--- src/rtl/mp_add_pkg.sv ---
// Shared types and constants for the byte-serial multi-precision adder.
package mp_add_pkg;

    localparam int BYTE_W = 8;

    typedef enum logic [1:0] {IDLE, RUN, DONE} state_t;

    // A single-limb operand still needs a 1-bit index register.
    function automatic int idx_width(input int nbytes);
        return (nbytes <= 1) ? 1 : $clog2(nbytes);
    endfunction

endpackage

--- src/rtl/mp_add_sequencer_add8_slice.sv ---
// One 8-bit adder slice with carry in/out; combinational, shared by every byte step.
module add8_slice
    import mp_add_pkg::*;
(
    input  logic [BYTE_W-1:0] a,
    input  logic [BYTE_W-1:0] b,
    input  logic              cin,
    output logic [BYTE_W-1:0] sum,
    output logic              cout
);

    assign {cout, sum} = {1'b0, a} + {1'b0, b} + {{BYTE_W{1'b0}}, cin};

endmodule

--- src/rtl/mp_add_sequencer.sv ---
// Byte-serial wide adder, LSB first; out_valid rises NBYTES cycles after accept, holds until out_ready.
// No accept while RUN/DONE. Optional subtract mode under MP_ADD_SUB_EN (adds op input).
module mp_add_sequencer
    import mp_add_pkg::*;
#(
    parameter int NBYTES = 4
) (
    input  logic                     clk,
    input  logic                     rst,
    input  logic                     in_valid,
    output logic                     in_ready,
    input  logic [BYTE_W*NBYTES-1:0] a,
    input  logic [BYTE_W*NBYTES-1:0] b,
    input  logic                     c_in,
`ifdef MP_ADD_SUB_EN
    input  logic                     op,
`endif
    output logic                     out_valid,
    input  logic                     out_ready,
    output logic [BYTE_W*NBYTES-1:0] sum,
    output logic                     c_out,
    output logic                     busy
);

    localparam int IDX_W = idx_width(NBYTES);
    localparam logic [IDX_W-1:0] LAST = IDX_W'(NBYTES - 1);

    typedef logic [NBYTES-1:0][BYTE_W-1:0] limbs_t;

    state_t           state_q, state_d;
    limbs_t           a_q, a_d, b_q, b_d, sum_q, sum_d;
    logic             carry_q, carry_d;
    logic             cout_q, cout_d;
    logic [IDX_W-1:0] idx_q, idx_d;
`ifdef MP_ADD_SUB_EN
    logic             op_q, op_d;
`endif

    logic [BYTE_W-1:0] slice_a, slice_b, slice_sum;
    logic              slice_cout;

    always_comb begin
        slice_a = '0;
        slice_b = '0;
        for (int i = 0; i < NBYTES; i++) begin
            if (idx_q == IDX_W'(i)) begin
                slice_a = a_q[i];
                slice_b = b_q[i];
            end
        end
`ifdef MP_ADD_SUB_EN
        if (op_q) slice_b = ~slice_b;
`endif
    end

    add8_slice u_slice (
        .a    (slice_a),
        .b    (slice_b),
        .cin  (carry_q),
        .sum  (slice_sum),
        .cout (slice_cout)
    );

    always_comb begin
        state_d = state_q;
        a_d     = a_q;
        b_d     = b_q;
        sum_d   = sum_q;
        carry_d = carry_q;
        cout_d  = cout_q;
        idx_d   = idx_q;
`ifdef MP_ADD_SUB_EN
        op_d    = op_q;
`endif
        case (state_q)
            IDLE: begin
                if (in_valid) begin
                    a_d     = a;
                    b_d     = b;
                    carry_d = c_in;
`ifdef MP_ADD_SUB_EN
                    op_d    = op;
                    if (op) carry_d = 1'b1;
`endif
                    idx_d   = '0;
                    sum_d   = '0;
                    state_d = RUN;
                end
            end
            RUN: begin
                for (int i = 0; i < NBYTES; i++) begin
                    if (idx_q == IDX_W'(i)) sum_d[i] = slice_sum;
                end
                carry_d = slice_cout;
                // Index parks on the last limb rather than wrapping.
                if (idx_q == LAST) begin
                    cout_d  = slice_cout;
                    state_d = DONE;
                end else begin
                    idx_d = idx_q + IDX_W'(1);
                end
            end
            DONE: begin
                if (out_ready) state_d = IDLE;
            end
            default: state_d = IDLE;
        endcase
    end

    always_ff @(posedge clk) begin
        if (rst) begin
            state_q <= IDLE;
            a_q     <= '0;
            b_q     <= '0;
            sum_q   <= '0;
            carry_q <= 1'b0;
            cout_q  <= 1'b0;
            idx_q   <= '0;
`ifdef MP_ADD_SUB_EN
            op_q    <= 1'b0;
`endif
        end else begin
            state_q <= state_d;
            a_q     <= a_d;
            b_q     <= b_d;
            sum_q   <= sum_d;
            carry_q <= carry_d;
            cout_q  <= cout_d;
            idx_q   <= idx_d;
`ifdef MP_ADD_SUB_EN
            op_q    <= op_d;
`endif
        end
    end

    assign in_ready  = (state_q == IDLE);
    assign out_valid = (state_q == DONE);
    assign busy      = (state_q != IDLE);
    assign sum       = sum_q;
    assign c_out     = cout_q;

endmodule

--- config.mk ---
export PLATFORM = sky130hd
export DESIGN_NAME = mp_add_sequencer
export DESIGN_NICKNAME = d
export VERILOG_FILES = /design/src/rtl/mp_add_pkg.sv /design/src/rtl/mp_add_sequencer_add8_slice.sv /design/src/rtl/mp_add_sequencer.sv
export SDC_FILE = /design/constraint.sdc
export NUM_CORES = 1
export LEC_CHECK = 0
export ABC_AREA = 1
export BUFFER_PORTS_ARGS = -buffer_cell sky130_fd_sc_hd__buf_2
export CORE_MARGIN = 5
export CORE_UTILIZATION = 35
export CTS_BUF_LIST = sky130_fd_sc_hd__clkbuf_16
export DETAILED_ROUTE_END_ITERATION = 8
export GPL_TIMING_DRIVEN = 0
export MAX_ROUTING_LAYER = met4
export PLACE_DENSITY = 0.64
export SKIP_CTS_REPAIR_TIMING = 1
export SYNTH_ARGS = -nofsm -noshare
export SYNTH_HDL_FRONTEND = slang
export SYNTH_SLANG_ARGS = --single-unit
export TNS_END_PERCENT = 5
--- constraint.sdc ---
create_clock -name clk -period 4.5 [get_ports clk]
set_input_delay 0.675 -clock clk [delete_from_list [all_inputs] [get_ports clk]]
set_output_delay 0.675 -clock clk [all_outputs]
set_load 0.01 [all_outputs]
==> impl_results.md, run 1 <==
- Hold Path Origin: b_q[17]
- Antenna violations before repair: 0
- Synthesized instance count: 600
- Hold path cells: 2
- Final ANT Viol Nets: 0
- Worst r2r path cells: 18
- Switching part of the total: 0.285
- Worst-path clk slew: 0.07 ns
- H-tree depth: 3
- Kind of critical path: register to register
- Pre-CTS WS: 1.04 ns
- Internal Power: 1.58 mW
- Worst Skew: 0.00749 ns
- Gr usage total: 0.167
- CP Cell Sequence: inv_1, ha_1, buf_2, nor2_4, buf_4, a22oi_1, o21ai_0, o21ai_0, fa_1, fa_1, inv_1, nand2_1, nand2_1, nand3_1, or2_2, nand2_1, nor2_1, nor2_1
- Crit-path max cell delay: 0.47 ns
- Reg2reg setup slack: 1.00 ns
- Net Switching: 0.631 mW
- Data arrival, critical path: 3.78 ns
- First-pass GRT wire length: 20700 um
- Least-Margin Pin Slew: 0.678 ns
- Final Setup Violations: 0
- Combinational share of power: 0.196
- Number of global-route vias before repair: 4249
- CTS Buf Count: 9
- Status: finished clean
- Final period utilization: 0.777
- Die area: 15500 um2
- Yosys reg bits: 102
- Grt total ovfl: 0
- Worst Setup End Kind: register
- Max-Cap Viols: 0
- Cell area after synthesis: 4580 um2
- Yosys top cell area share: 0.445
- Final wirelength: 12800 um
- Share of cells above drive strength 1: 0.214
- Synth async-reset ratio: 0
- Rows: 41
- Fin Setup TNS: 0 ns
- Area leader, netlist: dfxtp_1
- Netlist cell types: 35
- Slowest CP cell: fa_1
- Ranking of synthesized cells by area: dfxtp_1 45%, nor2_1 13%, o21ai_0 10%
- PnR worst setup slack: 1.00 ns
- Via count: 4311
- Root buffer cell: clkbuf_16
- Final Max Slew Viols: 0
- Clk network pwr share: 0.342
- Vias per inst: 4.83
- CTS tree: built
- Leakage: 2.63 nW
- Syn nets: 682
- RR Endpoint: carry_q
- P&R area growth vs syn: 22.4%
- I/O pins: 105
- Hold Path Class: register to register
- Reg2reg start: idx_q[1]
- # DRC: 0
- Sequential share of power: 0.462
- CP startpoint kind: register
- Final period demand of the worst path: 3.50 ns
- Most common cell type on the critical path: nand2_1
- Peak supply drop: 0.000190 V
- Unrepaired setup endpoints after global routing: no
- DIE HEIGHT: 124 um
- PD cells: 394 nW/um2
- # diodes: 0
- Hold endpoint: b_q[17]
- Synth Warn #: 0
- Die Wd: 124 um
- Final #Nets: 797
- Pre-Repair DR Iteration Count: 5
- Final Hold Viols: 0
- Worst rel slew slack: 0.543
- CTS Sinks: 102
- CORE AREA: 12700 um2
- Initial core utilization: 0.360
- DR iter-0 viols: 293
- Largest net degree at the start of global routing: 17
- CP Max Fanout: 10
- Count of input and output buffers: 104
- Routability Congestion: 0.853
- Avg Cell Area, Syn: 7.64 um2
- Fmax: 286 MHz
- Clk Latency, worst-skew pair: 0.34 ns
- Clk buf depth: 2
- Sequential fraction of the synthesis area: 0.445
- Placed cells: 876
- Final Instance Count excl. Fillers: 892
- Final HPWL DP: 10000 um
- Number of flops mapped to enable cells by yosys: 0
- Required time worst endpoint: 4.78 ns
- Ys flop type: dfxtp_1
- Wire per inst: 14.3 um
## logic make-up (layout without fill, tap and decap cells)
group                      Yosys count  in the layout  synth area share
adders and majority gates           13             13            0.0388
AOI/OAI and AO/OA                  188            188             0.222
DFF                                102            102             0.445
and+or+nand+nor                    229            229             0.210
buffers and inverters               68            188            0.0846
## layer usage
| metal | up-vias | track usage | routed length (um) |
|---|---|---|---|
| li1 | 2212 | - | - |
| met1 | 1964 | 0.218 | 6010 |
| met2 | 128 | 0.274 | 6100 |
| met3 | 7 | 0.0296 | 563 |
| met4 | 0 | 0.0316 | 83 |
| met5 | - | - | 0 |
## synthesized netlist by cell type, types with 2 or more instances
| cell | instances |
|---|---|
| nand2_2 | 2 |
| dfxtp_1 | 102 |
| buf_1 | 2 |
| o21ai_1 | 16 |
| ha_1 | 11 |
| buf_2 | 3 |
| o21ai_2 | 2 |
| or2_2 | 2 |
| buf_6 | 14 |
| or2_0 | 2 |
| o21a_1 | 2 |
| and2_1 | 2 |
| clkbuf_1 | 15 |
| nand2_4 | 3 |
| nor2_1 | 162 |
| nand2_1 | 40 |
| a22oi_1 | 12 |
| o21ai_0 | 95 |
| a22o_1 | 5 |
| inv_1 | 29 |
| nor2_4 | 2 |
| nand3_1 | 9 |
| nand3b_1 | 2 |
| a21oi_1 | 54 |
| fa_1 | 2 |
## area by class of cell
| class | count | area (um2) |
|---|---|---|
| fillers | 1353 | 7110 |
| repair buffers | 104 | 520 |
| multi-input cells | 430 | 2150 |
| clock inverters | 7 | 66.3 |
| inverters | 31 | 124 |
| well taps | 172 | 215 |
| clock buffers | 9 | 225 |
| flip-flops and latches | 102 | 2040 |
| plain buffers | 37 | 264 |
## critical path: cells and delay by family (launching register included)
kind,cells,cell delay [ns]
buffers and inverters,4,0.60
DFF,1,0.39
and+or+nand+nor,8,1.01
AOI/OAI and AO/OA,3,0.39
adders and majority gates,3,1.02
## cell usage in the layout (no fill, tap or decap), types with 3 or more instances in the layout
cell / netlist / routed
a22o_1: 5 / 5
clkbuf_16: 0 / 9
a22oi_1: 12 / 12
inv_1: 29 / 30
o21ai_0: 95 / 95
buf_6: 14 / 14
nor2_1: 162 / 162
nand2_4: 3 / 3
nand3_1: 9 / 9
o21ai_1: 16 / 16
nand2_1: 40 / 40
ha_1: 11 / 11
buf_2: 3 / 107
a21oi_1: 54 / 54
dfxtp_1: 102 / 102
clkbuf_1: 15 / 15
## per-stage QoR
stage	power [mW]	cell area, um2	utilization	hold WS [ns]
2_1_floorplan	1.32	4580	-	0.429
3_3_place_gp	1.47	5320	0.418	0.461
6_report	2.21	5610	0.441	0.482
5_1_grt	2.32	5610	0.441	0.502
3_5_place_dp	1.48	5320	0.418	0.464
4_1_cts	2.23	5610	0.441	0.474
## registers in the layout, indices dropped and copies added, names as in the netlist
register and count:
a_q 32, c_out 1, state_q 2, sum 32, b_q 32, idx_q 2, carry_q 1
## power by group through the flow
stage | clock (mW) | combinational, mW | sequential [mW]
final | 0.756 | 0.434 | 1.02
after global routing | 0.803 | 0.491 | 1.03
after CTS | 0.772 | 0.437 | 1.02
after detailed placement | 0 | 0.434 | 1.04
after global placement | 0 | 0.426 | 1.04
after floorplan | 0 | 0.279 | 1.05
## worst max-delay path by stage
stage          startpoint  endpoint  slack [ns]  depth (start not counted)
2_1_floorplan    idx_q[1]     c_out        1.58                         18
6_report         idx_q[1]   carry_q        1.00                         18
3_3_place_gp     idx_q[1]     c_out        1.04                         18
3_5_place_dp     idx_q[1]   carry_q        1.04                         18
5_1_grt          idx_q[1]     c_out        0.68                         18
4_1_cts          idx_q[1]   carry_q        1.01                         18
(Power assumes the default switching activity.)
==> inputs of run 2 (changes only) <==
Settings changed: PLACE_DENSITY 0.64 to 0.66.
Clock period 4.5 ns to 2.95 ns, I/O delays scaled along.
==> impl_results.md, run 2 (synthesis results as in run 1) <==
- Wire per inst: 14.4 um (+0.70%)
- PnR worst setup slack: 0.0587 ns (-0.943 ns)
- Unrepaired setup endpoints after global routing: yes
- Largest net degree at the start of global routing: 16 (-1)
- Rows: 41 (unchanged)
- Clk buf depth: 2 (unchanged)
- PD cells: 594 nW/um2 (+51%)
- Antenna violations before repair: 0 (unchanged)
- # DRC: 0 (unchanged)
- Worst Setup SP: idx_q[1]
- Fmax: 346 MHz (+21%)
- Final Setup Violations: 0 (unchanged)
- Kind of critical path: register to register
- Max-Cap Viols: 0 (unchanged)
- Share of cells above drive strength 1: 0.260 (+0.0461)
- Post-layout util: 0.453 (+0.0115)
- Count of input and output buffers: 104 (unchanged)
- Fillers: 1367 (+1.0%)
- Pre-Repair DR Iteration Count: 4 (-1)
- Gr usage total: 0.165 (-0.00153)
- Data arrival, critical path: 3.18 ns (-0.60 ns)
- Pre-CTS WS: -0.546 ns (-1.59 ns)
- Peak supply drop: 0.000236 V (+24%)
- DR iter-0 viols: 213 (-27%)
- Leakage: 2.68 nW (+2.0%)
- Grt total ovfl: 0 (unchanged)
- Final period utilization: 0.980 (+0.203)
- Commonest non-fill, non-tap cell in the layout: nor2_1
- P&R area growth vs syn: 25.6%
- CP bufs+invs: 4 (unchanged)
- CTS tree: built
- Crit-path max cell delay: 0.41 ns (-0.06 ns)
- I/O pins: 105 (unchanged)
- Clk Latency, worst-skew pair: 0.35 ns (about the same)
- Final HPWL DP: 9670 um (-3.6%)
- Final ANT Viol Nets: 0 (unchanged)
- Number of global-route vias before repair: 4026 (-5.2%)
- Final Max Slew Viols: 0 (unchanged)
- Initial core utilization: 0.360 (unchanged)
- Hold Path Class: input port to register
- Final wirelength: 12900 um (+1.0%)
- Worst Skew: 0.00681 ns (-0.000684 ns)
- Final #Nets: 801 (+0.50%)
- CORE AREA: 12700 um2 (unchanged)
- # diodes: 0 (unchanged)
- CP Cell Sequence: inv_4, ha_4, buf_6, nor2_4, buf_6, a22oi_2, o21ai_1, o21ai_2, fa_2, fa_2, inv_2, nand2_2, nand2_2, nand3_2, or2_4, nand2_4, nor2_2, nor2_1
- Worst rel slew slack: 0.648 (+0.105)
- Vias per inst: 4.78 (-1.0%)
- CTS Buf Count: 9 (unchanged)
- Most frequent cells in the layout: 161 x nor2_1, 105 x buf_2, 100 x dfxtp_1
- Die Wd: 124 um (unchanged)
- Worst-path clk slew: 0.07 ns (about the same)
- H-tree depth: 3 (unchanged)
- CP Max Fanout: 7 (-3)
- Via count: 4282 (-0.67%)
- CTS Sinks: 102 (unchanged)
- Final Instance Count excl. Fillers: 895 (+0.34%)
- Hold Path Origin: rst
- Status: finished clean
- Crit path max-delay family: adder cells
- CP startpoint kind: register
- Worst Setup End Kind: register
- Root buffer cell: clkbuf_16
- First-pass GRT wire length: 20200 um (-2.6%)
- Die area: 15500 um2 (unchanged)
- Final period demand of the worst path: 2.89 ns (-0.607 ns)
- Fin Setup TNS: 0 ns (unchanged)
- Reg2reg start: idx_q[1]
- Placed cells: 876 (unchanged)
- Slowest CP cell: fa_2
- Least-Margin Pin Slew: 0.528 ns (-0.151 ns)
- DIE HEIGHT: 124 um (unchanged)
- Required time worst endpoint: 3.24 ns (-1.54 ns)
- Final Hold Viols: 0 (unchanged)
- Routability Congestion: 0.838 (-1.8%)
-- run 2: changes by cell type in the layout (fill, tap and decap cells not counted), moves of 3 or more --
cell      previous run  this run
a21oi_1             54        47
a21oi_2              0         7
clkbuf_1            15        10
clkbuf_2             1         5
o21ai_0             95        91
buf_4                1         4
inv_1               30        27
inv_2                0         3
nand2_1             40        37
nand3_1              9         6
o21ai_1             16        19
-- run 2: area by class of cell --
cell class	count	area, um2	area share
Sequential cell	102	2050	0.356
Clock buffer	9	225	0.0391
Multi-Input combinational cell	430	2250	0.391
Inverter	31	126	0.0219
Timing Repair Buffer	108	551	0.0956
Tap cell	172	215	0.0374
Buffer	37	285	0.0495
Clock inverter	6	56.3	0.00978
-- run 2: power breakdown --
part / total [mW] / internal, mW / switching, mW
Sequential: 1.56 / 1.50 / 0.0637
Clock: 1.16 / 0.646 / 0.510
Combinational: 0.704 / 0.287 / 0.416
Total: 3.42 / 2.43 / 0.990
-- run 2: through the flow --
stage | power (mW) | cell area [um2] | hold WS (ns)
floorplan | 2.02 | 4580 | 0.429
detailed placement | 2.25 | 5320 | 0.467
CTS | 3.39 | 5600 | 0.311
global placement | 2.24 | 5320 | 0.460
finish | 3.42 | 5760 | 0.313
global route | 3.58 | 5760 | 0.313
-- run 2: worst reg2reg max path: stages (launching register included) --
cell and delay (ns):
dfxtp_4 0.38, inv_4 0.04, ha_4 0.14, buf_6 0.12, nor2_4 0.12, buf_6 0.16
a22oi_2 0.07, o21ai_1 0.17, o21ai_2 0.10, fa_2 0.41, fa_2 0.36, inv_2 0.07
nand2_2 0.05, nand2_2 0.07, nand3_2 0.09, or2_4 0.27, nand2_4 0.08, nor2_2 0.03
nor2_1 0.09
-- run 2: path summary, 6_finish.rpt --
check	to	slack, ns	cells after the start
worst max register to register	carry_q	0.06	18
worst max-delay path	carry_q	0.06	18
worst min register to register	idx_q[0]	0.47	1
worst min-delay path	idx_q[1]	0.31	2
-- run 2: layer usage --
| layer | up-vias | part of all wire | global-route usage |
|---|---|---|---|
| li1 | 2222 | - | - |
| met1 | 1934 | 0.47 | 0.220 |
| met2 | 110 | 0.46 | 0.258 |
| met3 | 16 | 0.051 | 0.0274 |
| met4 | 0 | 0.017 | 0.0529 |
| met5 | - | 0 | - |
==> inputs of run 3 (changes only) <==
Settings changed: MAX_ROUTING_LAYER met4 to not set.
==> impl_results.md, run 3 (synthesis results as in run 1) <==
- Worst Skew: 0.00797 ns (+0.00117 ns)
- Fillers: 1367 (unchanged)
- CP startpoint kind: register
- PD cells: 594 nW/um2 (about the same)
- Crit path max-delay family: adder cells
- Via count: 4292 (+0.23%)
- RR Endpoint: carry_q
- DIE HEIGHT: 124 um (unchanged)
- Crit-path max cell delay: 0.41 ns (about the same)
- Gr usage total: 0.161 (-0.00455)
- Share of cells above drive strength 1: 0.260 (unchanged)
- Worst Setup SP: idx_q[1]
- Data arrival, critical path: 3.19 ns (about the same)
- Clk Latency, worst-skew pair: 0.35 ns (about the same)
- Final ANT Viol Nets: 0 (unchanged)
- Initial core utilization: 0.360 (unchanged)
- Die Wd: 124 um (unchanged)
- Reg2reg start: idx_q[1]
- CTS tree: built
- Internal Power: 2.43 mW (about the same)
- # DRC: 0 (unchanged)
- Antenna violations before repair: 0 (unchanged)
- Slowest CP cell: fa_2
- Reg2reg setup slack: 0.05 ns (about the same)
- Worst r2r path cells: 18 (unchanged)
- First-pass GRT wire length: 20200 um (about the same)
- Rows: 41 (unchanged)
- P&R area growth vs syn: 25.6% (unchanged)
- CTS Sinks: 102 (unchanged)
- Crit path capture: carry_q
- Final HPWL DP: 9670 um (unchanged)
- Final period demand of the worst path: 2.90 ns (+0.00412 ns)
- Combinational share of power: 0.206 (about the same)
- Commonest non-fill, non-tap cell in the layout: nor2_1
- Fmax: 345 MHz (-0.14%)
- Count of input and output buffers: 104 (unchanged)
- Root buffer cell: clkbuf_16
- Grt total ovfl: 0 (unchanged)
- CP Cell Sequence: inv_4, ha_4, buf_6, nor2_4, buf_6, a22oi_2, o21ai_1, o21ai_2, fa_2, fa_2, inv_2, nand2_2, nand2_2, nand3_2, or2_4, nand2_4, nor2_2, nor2_1
- CP bufs+invs: 4 (unchanged)
- Clk network pwr share: 0.338 (about the same)
- Final Hold Slack: 0.310 ns (-0.00290 ns)
- Clk buf depth: 2 (unchanged)
- Largest net degree at the start of global routing: 16 (unchanged)
- Worst-path clk slew: 0.07 ns (about the same)
- CORE AREA: 12700 um2 (unchanged)
- CTS Buf Count: 9 (unchanged)
- Unrepaired setup endpoints after global routing: yes
- H-tree depth: 3 (unchanged)
- CP Max Fanout: 7 (unchanged)
- Final wirelength: 12900 um (about the same)
- Worst rel slew slack: 0.647 (-0.00141)
- Switching part of the total: 0.290 (about the same)
- Required time worst endpoint: 3.24 ns (about the same)
- Kind of critical path: register to register
- Hold Path Class: input port to register
- Peak supply drop: 0.000235 V (-0.38%)
- I/O pins: 105 (unchanged)
- Sequential share of power: 0.456 (about the same)
- Pre-Repair DR Iteration Count: 4 (unchanged)
- Most frequent cells in the layout: 161 x nor2_1, 105 x buf_2, 100 x dfxtp_1
- Worst Setup End Kind: register
- # diodes: 0 (unchanged)
- Leakage: 2.68 nW (unchanged)
- Worst path depth: 18 (unchanged)
- Design Power: 3.42 mW (about the same)
- Least-Margin Pin Slew: 0.530 ns (+0.00211 ns)
- Number of global-route vias before repair: 4030 (+0.099%)
- Final period utilization: 0.981 (+0.00140)
- Final #Nets: 801 (unchanged)
- Net Switching: 0.990 mW (about the same)
- Vias per inst: 4.80 (+0.23%)
- Status: finished clean
- Routability Congestion: 0.825 (-1.5%)
- Final Setup Violations: 0 (unchanged)
- Final Hold Viols: 0 (unchanged)
- DR iter-0 viols: 208 (-2.3%)
- Wire per inst: 14.4 um (about the same)
- Die area: 15500 um2 (unchanged)
- Final Max Slew Viols: 0 (unchanged)
- Max-Cap Viols: 0 (unchanged)
run 3: worst min-delay path by stage:
stage,startpoint,to,slack [ns],depth (start not counted)
5_1_grt,rst,idx_q[1],0.31,2
4_1_cts,rst,idx_q[1],0.31,2
2_1_floorplan,b_q[17],b_q[17],0.43,2
3_5_place_dp,b_q[17],b_q[17],0.47,2
3_3_place_gp,b_q[20],b_q[20],0.46,2
6_report,rst,idx_q[1],0.31,2
run 3: area by class of cell:
class / count / area [um2] / share of cell area
clock buffer: 9 / 225 / 0.0391
buffer: 37 / 285 / 0.0495
multi-input combinational: 430 / 2250 / 0.391
clock inverter: 6 / 56.3 / 0.00978
tap: 172 / 215 / 0.0374
inverter: 31 / 126 / 0.0219
sequential: 102 / 2050 / 0.356
timing repair buffer: 108 / 551 / 0.0956
run 3: metrics by stage:
step | area [um2] | util | TNS (ns) | setup slack (ns) | std cells
6_report | 5760 | 0.453 | 0 | 0.0546 | 895
5_1_grt | 5760 | 0.453 | -0.534 | -0.0836 | 895
4_1_cts | 5600 | 0.440 | -8.65 | -0.578 | 891
3_3_place_gp | 5320 | 0.418 | -7.41 | -0.550 | 876
2_1_floorplan | 4580 | - | 0 | 0.0263 | 600
3_5_place_dp | 5320 | 0.418 | -7.49 | -0.546 | 876
run 3: power by group through the flow:
stage          combinational (mW)  clock, mW  sequential, mW
5_1_grt                     0.792       1.21            1.57
4_1_cts                     0.665       1.17            1.56
6_report                    0.703       1.15            1.56
2_1_floorplan               0.426          0            1.59
3_5_place_dp                0.661          0            1.59
3_3_place_gp                0.654          0            1.59
run 3: metal layers:
metal  share of wire  vias up  global-route usage
li1                -     2222                   -
met1            0.47     1943               0.218
met2            0.46      110               0.259
met3           0.046       17              0.0292
met4           0.018        0              0.0529
met5               0        -                   0
